### config.mk
export PLATFORM = sky130hd
export DESIGN_NAME = rtc_bcd_calendar
export DESIGN_NICKNAME = d
export VERILOG_FILES = /design/src/rtl/rtc_bcd_calendar.sv
export SDC_FILE = /design/constraint.sdc
export NUM_CORES = 1
export LEC_CHECK = 0
export ABC_AREA = 1
export CORE_MARGIN = 2
export CORE_UTILIZATION = 40
export DETAILED_ROUTE_END_ITERATION = 6
export PLACE_DENSITY = 0.68
export SYNTH_ARGS = -nofsm -noshare
export SYNTH_HDL_FRONTEND = slang
export SYNTH_SLANG_ARGS = --single-unit
### constraint.sdc
create_clock -name clk -period 6.8 [get_ports clk]
set_input_delay 1.36 -clock clk [delete_from_list [all_inputs] [get_ports clk]]
set_output_delay 1.36 -clock clk [all_outputs]
set_load 0.01 [all_outputs]
### src/rtl/rtc_bcd_calendar.sv
// -----------------------------------------------------------------------------
// rtc_bcd_calendar
//
// Free-running BCD time-of-day and calendar counter. It holds the system's
// current date and time and advances once per 1 Hz tick enable. The edit stage
// can commit a new date/time with a one-cycle parallel load of all six fields.
//
// Ports:
//   clk           system clock
//   rst_n         asynchronous active-low reset
//   tick_1hz      single-cycle enable, one per second
//   load_en       single-cycle strobe, captures the load_* fields
//   load_year     BCD year 0000-9999
//   load_month    BCD month 01-12
//   load_day      BCD day 01-31 (clamped to the month length on load)
//   load_hour     BCD hour 00-23
//   load_minute   BCD minute 00-59
//   load_second   BCD second 00-59
//   year_bcd      current year
//   month_bcd     current month
//   day_bcd       current day
//   hour_bcd      current hour
//   minute_bcd    current minute
//   second_bcd    current second
//   minute_carry  one-cycle pulse after the tick that wrapped seconds 59->00
//   day_carry     one-cycle pulse after the tick that wrapped hours 23->00
//
// Handshake: there is no backpressure. A load_en or tick_1hz that is high at a
// rising clock edge takes effect at that edge; load_en wins over tick_1hz, and
// a tick coinciding with a load is dropped along with its carry pulses.
// -----------------------------------------------------------------------------
module rtc_bcd_calendar #(
   parameter logic [15:0] RESET_YEAR = 16'h2000
) (
   input  logic        clk,
   input  logic        rst_n,
   input  logic        tick_1hz,
   input  logic        load_en,
   input  logic [15:0] load_year,
   input  logic [7:0]  load_month,
   input  logic [7:0]  load_day,
   input  logic [7:0]  load_hour,
   input  logic [7:0]  load_minute,
   input  logic [7:0]  load_second,
   output logic [15:0] year_bcd,
   output logic [7:0]  month_bcd,
   output logic [7:0]  day_bcd,
   output logic [7:0]  hour_bcd,
   output logic [7:0]  minute_bcd,
   output logic [7:0]  second_bcd,
   output logic        minute_carry,
   output logic        day_carry
);

   // Two-digit BCD increment; wrap decisions are made by the caller.
   function automatic logic [7:0] bcd2_inc(input logic [7:0] v);
      logic [7:0] r;
      if (v[3:0] >= 4'd9) r = {v[7:4] + 4'd1, 4'd0};
      else                r = {v[7:4], v[3:0] + 4'd1};
      return r;
   endfunction

   // Four-digit BCD increment, 9999 wraps to 0000.
   function automatic logic [15:0] bcd4_inc(input logic [15:0] v);
      logic [15:0] r;
      logic        c;
      r = v;
      c = 1'b1;
      for (int i = 0; i < 4; i++) begin
         if (c) begin
            if (v[i*4 +: 4] >= 4'd9) begin
               r[i*4 +: 4] = 4'd0;
            end else begin
               r[i*4 +: 4] = v[i*4 +: 4] + 4'd1;
               c = 1'b0;
            end
         end
      end
      return r;
   endfunction

   // Divisibility by 4 of a two-digit BCD number, done on the digits directly:
   // even tens need ones in {0,4,8}, odd tens need ones in {2,6}.
   function automatic logic div4(input logic [3:0] tens, input logic [3:0] ones);
      logic r;
      if (!tens[0]) r = (ones == 4'd0) || (ones == 4'd4) || (ones == 4'd8);
      else          r = (ones == 4'd2) || (ones == 4'd6);
      return r;
   endfunction

   // Century years are leap only when the century digits are divisible by 4.
   function automatic logic is_leap(input logic [15:0] y);
      return div4(y[7:4], y[3:0]) &&
             ((y[7:0] != 8'h00) || div4(y[15:12], y[11:8]));
   endfunction

   // Month length in BCD. Invalid month codes fall back to 31 days.
   function automatic logic [7:0] days_in_month(input logic [7:0] m,
                                                input logic [15:0] y);
      logic [7:0] r;
      case (m)
         8'h04, 8'h06, 8'h09, 8'h11: r = 8'h30;
         8'h02:                      r = is_leap(y) ? 8'h29 : 8'h28;
         default:                    r = 8'h31;
      endcase
      return r;
   endfunction

   logic [7:0]  dim_cur;
   logic [7:0]  dim_load;
   logic [7:0]  day_clamped;
   logic        c_min, c_hour, c_day, c_mon, c_year;
   logic [15:0] year_nxt;
   logic [7:0]  month_nxt, day_nxt, hour_nxt, minute_nxt, second_nxt;

   assign dim_cur     = days_in_month(month_bcd, year_bcd);
   assign dim_load    = days_in_month(load_month, load_year);
   assign day_clamped = (load_day > dim_load) ? dim_load : load_day;

   // Carry chain for a tick. Wraps use ">=" so an out-of-range loaded value
   // rolls over on its next increment rather than counting into bad codes.
   assign c_min  = tick_1hz && (second_bcd >= 8'h59);
   assign c_hour = c_min    && (minute_bcd >= 8'h59);
   assign c_day  = c_hour   && (hour_bcd   >= 8'h23);
   assign c_mon  = c_day    && (day_bcd    >= dim_cur);
   assign c_year = c_mon    && (month_bcd  >= 8'h12);

   always_comb begin
      year_nxt   = year_bcd;
      month_nxt  = month_bcd;
      day_nxt    = day_bcd;
      hour_nxt   = hour_bcd;
      minute_nxt = minute_bcd;
      second_nxt = second_bcd;
      if (tick_1hz) second_nxt = c_min ? 8'h00 : bcd2_inc(second_bcd);
      if (c_min)    minute_nxt = c_hour ? 8'h00 : bcd2_inc(minute_bcd);
      if (c_hour)   hour_nxt   = c_day ? 8'h00 : bcd2_inc(hour_bcd);
      if (c_day)    day_nxt    = c_mon ? 8'h01 : bcd2_inc(day_bcd);
      if (c_mon)    month_nxt  = c_year ? 8'h01 : bcd2_inc(month_bcd);
      if (c_year)   year_nxt   = bcd4_inc(year_bcd);
   end

   always_ff @(posedge clk or negedge rst_n) begin
      if (!rst_n) begin
         year_bcd     <= RESET_YEAR;
         month_bcd    <= 8'h01;
         day_bcd      <= 8'h01;
         hour_bcd     <= 8'h00;
         minute_bcd   <= 8'h00;
         second_bcd   <= 8'h00;
         minute_carry <= 1'b0;
         day_carry    <= 1'b0;
      end else begin
         minute_carry <= !load_en && c_min;
         day_carry    <= !load_en && c_day;
         if (load_en) begin
            year_bcd   <= load_year;
            month_bcd  <= load_month;
            day_bcd    <= day_clamped;
            hour_bcd   <= load_hour;
            minute_bcd <= load_minute;
            second_bcd <= load_second;
         end else if (tick_1hz) begin
            year_bcd   <= year_nxt;
            month_bcd  <= month_nxt;
            day_bcd    <= day_nxt;
            hour_bcd   <= hour_nxt;
            minute_bcd <= minute_nxt;
            second_bcd <= second_nxt;
         end
      end
   end

endmodule

; After elaboration in Yosys (flattened, before gate mapping)
; Index checks and enable logic that the tools add are counted.
; Widths: inputs -> output; s select.
[totals]
inputBits = 60
word_cells = 185
regBits = 58
out_inout_bits = 58
[op_classes]
eq_ne = 26
n_reduce_logical = 59
n_lt_le_gt_ge = 15
n_addsub = 14
n_mux = 55
[op_table]
columns = operator, count
row1 = $mux 8, 25
row2 = $add 4x1->4 const B, 14
row3 = $mux 16, 3
row4 = $ge 4x4->1 const B, 9
row5 = $eq 4x3->1 const B, 8
row6 = $eq 8x3->1 const B, 4
row7 = $mux 4, 7
row8 = $reduce_and 3->1, 7
row9 = $pmux 5 s2, 2
row10 = $mux 1, 18
row11 = $reduce_bool 2->1, 9
row12 = $eq 4x2->1 const B, 4
row13 = $eq 4x4->1 const B, 4
row14 = $eq 8x2->1 const B, 2
row15 = $eq 8x4->1 const B, 2
row16 = $eq 8x5->1 const B, 2
row17 = $ge 8x7->1 const B, 2
row18 = $logic_not 4->1, 4
row19 = $reduce_bool 8->1, 2
row20 = $reduce_bool 3->1, 5
row21 = $logic_or 1x1->1, 14
row22 = $reduce_and 2->1, 6
row23 = $logic_and 1x1->1, 9
row24 = $ge 8x5->1 const B, 1
row25 = other kinds (5), 6

; Depth between registers and ports, before layout
[depth]
ltp_word = 21
mapped_depth = 20
depth_no_buf = 20

; Least setup slack after synthesis
; Ideal clock, no wire load.
[synth_path]
kind = input port to flip-flop
startpoint = input port load_month[5]
endpoint = register day_bcd[3]
path_buffers = 0
slack_ps = 3849
setup_ps = 120
t_arrival_ps = 2830
required_ps = 6680
stages = 14
path_cell_list = nor4_1 nand2_1 nand3_1 nand2_1 ha_1 inv_1 nor2_1 nand4_1 nand2_1 nand2_1 nand3_1 nand2_1 inv_1 a21oi_1
[synth_via]
elab_chain_cells = 6
word_cells_on_any_way = 10
classes_between = 1 x order compare / 5 x eq/ne / 3 x mux / 1 x reduce/logical
[synth_rtl]
columns = element, line
row1 = "start, declared", 40  ; input logic [7:0] load_month,
row2 = $eq 8x3->1 (tied with other cells), 101  ; case (m)
row3 = $reduce_or 4->1, 101
row4 = $pmux 5 s2 *, 101
row5 = $gt 8x8->1, 118  ; assign day_clamped = (load_day > dim_load) ? dim_load : load_day;
row6 = $mux 8 *, 118
row7 = $mux 8 *, 156  ; if (load_en) begin
row8 = "end signal, assigned", 159  ; day_bcd <= day_clamped;
row9 = "end signal, assigned", 166  ; day_bcd <= day_nxt;
row10 = "end, declared", 47  ; output logic [7:0] day_bcd,
; Every way passes the cells marked *; elsewhere a longest branch is shown, timed or not.
; A chain may end at the register's enable or synchronous reset.

; Worst setup path in the final report
[layout_path]
startpoint = input port load_en
endpoint = register minute_bcd[5]
[layout_via]
elab_chain_cells = 2
word_cells_on_any_way = 5
classes_between = 1 x mux / 4 x reduce/logical
[layout_rtl]
columns = element, line
row1 = "start, declared", 38  ; input logic load_en,
row2 = $reduce_bool 3->1 (no source line) / $reduce_bool 2->1 (equally long branches), --
row3 = $reduce_and 3->1 (no source line), --
row4 = "end signal, assigned", 161  ; minute_bcd <= load_minute;
row5 = "end signal, assigned", 168  ; minute_bcd <= minute_nxt;
row6 = "end, declared", 49  ; output logic [7:0] minute_bcd,
; Parallel ways exist; a longest one is shown, timed or not.

==> flow_metrics.tcl <==
set metrics [dict create \
    place_hpwl_um 9512 \
    globalRouteMet2Util 0.3452 \
    drtIter0Drc 205 \
    core_area_um2 11320 \
    start_util 0.4055 \
    drt_first_pass_iters 4 \
    power.switching_uw 769.6 \
    postCtsSetupRepairBufs 0 \
    antenna_left 0 \
    p_leak_nw 3.078 \
    ios 118 \
    finalMaxSlewViolations 0 \
    tightestPinTransition_ns 1.004 \
    cts_buffers 9 \
    setup-tns-final_ns 0 \
    die_w_um 111.1 \
    switching_share 0.4011 \
    htree_levels 3 \
    setup_viol 0 \
    wl_um 12420 \
    final_nets 873 \
    ir_drop_mv 0.1457 \
    rows 39 \
    cts_sinks 58 \
    design_area_um2 6175 \
    final_cell_mix "185 x nand2_1, 115 x clkdlybuf4s50_1, 93 x inv_1" \
    yosysSeqAreaShare 0.3170 \
    period_needed_ns 3.467 \
    r2r_setup_slack_ns 3.80 \
    fin_cells 911 \
    p_comb_frac 0.451 \
    power.density_nw_per_um2 310.7 \
    clk_latency_ns 0.33 \
    hold_viol 0 \
    grt_usage 0.2070 \
    crit_type "input port to register" \
    relSlewSlack 0.3297 \
    route.detailed.drc 0 \
    start_kind "input port" \
    p_int_mw 1.149 \
    first_global_vias 4498 \
    root_buffer "clkbuf_16" \
    cap_violations 0 \
    place_inst 895 \
    die_y_um 111.1 \
    synth-main-ff-cell "dfrtp_1" \
    die_area_um2 12350 \
    antenna_found_initial 0 \
    fillers 1119 \
    cp.arrival_ns 3.68 \
    placement.io_buffers 117 \
    grt_overflow 0 \
    power_mw 1.918 \
    synth_warnings 0 \
    rsz0062_at_grt "false" \
    ys_ff_latch 58 \
    n_antenna_cell 0 \
    drive_above_1_share 0.05990 \
    post-place-ws_ns 3.018 \
    synthArstFlopShare 1.000 \
    met1_usage 0.2724 \
    max_freq_ghz 0.2885 \
    placed_area_um2 5878 \
    worstPathRequired_ns 7.01 \
    clockPowerShare 0.239 \
    seqPwrFrac 0.311 \
    hp-class "register to register" \
    grt_pass1_wl_um 21250 \
    cts_max_path_buffers 2 \
    path_max_fanout 54 \
    viasPerCell 5.010 \
    status "finished, final reports clean" \
    post-route-period-util 0.5098 \
    vias 4564 \
    synth-edff-count 0 \
    met3_usage 0.03718 \
    fin_worst_skew_ns 0.007133 \
    path_clk_slew_ns 0.05 \
    syn_to_final_growth_pct 34.51 \
    syn_area_um2 4591 \
    cts_tree "yes" \
    grt_max_degree 59 \
    mostFrequentLayoutCell "nand2_1" \
    wl_per_cell_um 13.63 \
    endpoint_kind "register" \
    syn_avg_cell_area_um2 7.117 \
    hold_buffers 0 \
    gr-max-usage-layer "met2" \
    synth_fp_nets 755 \
    setup_ws_ns 3.333 \
    gp_congestion 0.8501 \
    synth_cells 645 \
    cts_resized 0 \
    yosysUniqueCellTypes 40 \
]
routing by layer:
layer / wire length [um] / vias to the layer above
li1: - / 2314
met1: 5514 / 2111
met2: 5962 / 121
met3: 722 / 18
met4: 219 / 0
met5: 0 / -
state kept, by name, summed over array words and instances, names as in the netlist:
signal / cells
second_bcd: 8
day_bcd: 8
hour_bcd: 8
day_carry: 1
month_bcd: 8
minute_bcd: 8
minute_carry: 1
year_bcd: 16
logic make-up after synthesis:
kind of cell	Yosys count	share of synthesized area
muxes	1	0.002181
xor gates and xnor gates	17	0.03243
DFF	58	0.3170
adders and majority gates	50	0.1363
and+or+nand+nor	318	0.3034
buffers and inverters	110	0.09484
AOI/OAI and AO/OA	91	0.1139
through the flow:
stage	hold WS (ns)	util
5_1_grt	0.5300	0.5454
3_3_place_gp	0.4837	0.5192
6_report	0.4929	0.5454
3_5_place_dp	0.4848	0.5192
4_1_cts	0.4933	0.5454
2_1_floorplan	0.4904	-
worst paths after layout:
| kind | start | to | cells past startpoint |
|---|---|---|---|
| worst max-delay path | load_en | minute_bcd[5] | 10 |
| worst min-delay path | year_bcd[13] | year_bcd[13] | 2 |
| worst max register to register | year_bcd[8] | year_bcd[9] | 16 |
| worst min register to register | year_bcd[13] | year_bcd[13] | 2 |
| max in group asynchronous | rst_n | day_bcd[7] | 2 |
| min in group asynchronous | rst_n | second_bcd[0] | 2 |
critical path: stages:
cell	delay, ns
buf_2	0.09
buf_4	0.28
inv_1	0.81
nand2_1	0.48
inv_2	0.19
nand2_1	0.08
nand2_1	0.15
inv_2	0.08
nand2_1	0.06
o21ai_0	0.07
Yosys cell counts, types with 2 or more instances:
| cell type | count | area share |
|---|---|---|
| nand2_1 | 185 | 0.15 |
| inv_1 | 93 | 0.076 |
| dfrtp_1 | 55 | 0.30 |
| nand3_1 | 52 | 0.057 |
| ha_1 | 50 | 0.14 |
| nor2_1 | 42 | 0.034 |
| o21ai_0 | 37 | 0.040 |
| a21oi_1 | 17 | 0.019 |
| nand4_1 | 10 | 0.014 |
| xor2_1 | 10 | 0.019 |
| o21ai_1 | 9 | 0.0098 |
| nand2_2 | 7 | 0.0095 |
| xnor2_1 | 7 | 0.013 |
| nor3_1 | 6 | 0.0065 |
| a22oi_1 | 5 | 0.0082 |
| a31oi_1 | 5 | 0.0068 |
| clkbuf_1 | 5 | 0.0041 |
| inv_2 | 5 | 0.0041 |
| o211ai_1 | 5 | 0.0082 |
| o31ai_1 | 5 | 0.0082 |
| or2_2 | 4 | 0.0055 |
| buf_2 | 3 | 0.0033 |
| dfstp_2 | 3 | 0.017 |
| nand2_4 | 3 | 0.0074 |
| nor4_1 | 3 | 0.0041 |
| a22o_1 | 2 | 0.0038 |
| buf_4 | 2 | 0.0033 |
| nand3b_1 | 2 | 0.0033 |
| o22ai_1 | 2 | 0.0027 |
power groups by stage:
stage	sequential, mW	combinational (mW)	clock [mW]
2_1_floorplan	0.608	0.474	0
3_3_place_gp	0.598	0.846	0
3_5_place_dp	0.601	0.865	0
4_1_cts	0.598	0.871	0.466
5_1_grt	0.618	0.979	0.478
6_report	0.596	0.864	0.458
final cells by class:
type,instances,area [um^2],share of cell area
clock buffer,11,242.7,0.03931
clock inverter,5,53.80,0.008713
inverter,98,367.9,0.05957
multi-input combinational,477,2700,0.4373
sequential,58,1455,0.2357
tap,143,178.9,0.02898
timing repair buffer,119,1176,0.1905
Note: power is estimated with default switching activity, not from simulation.
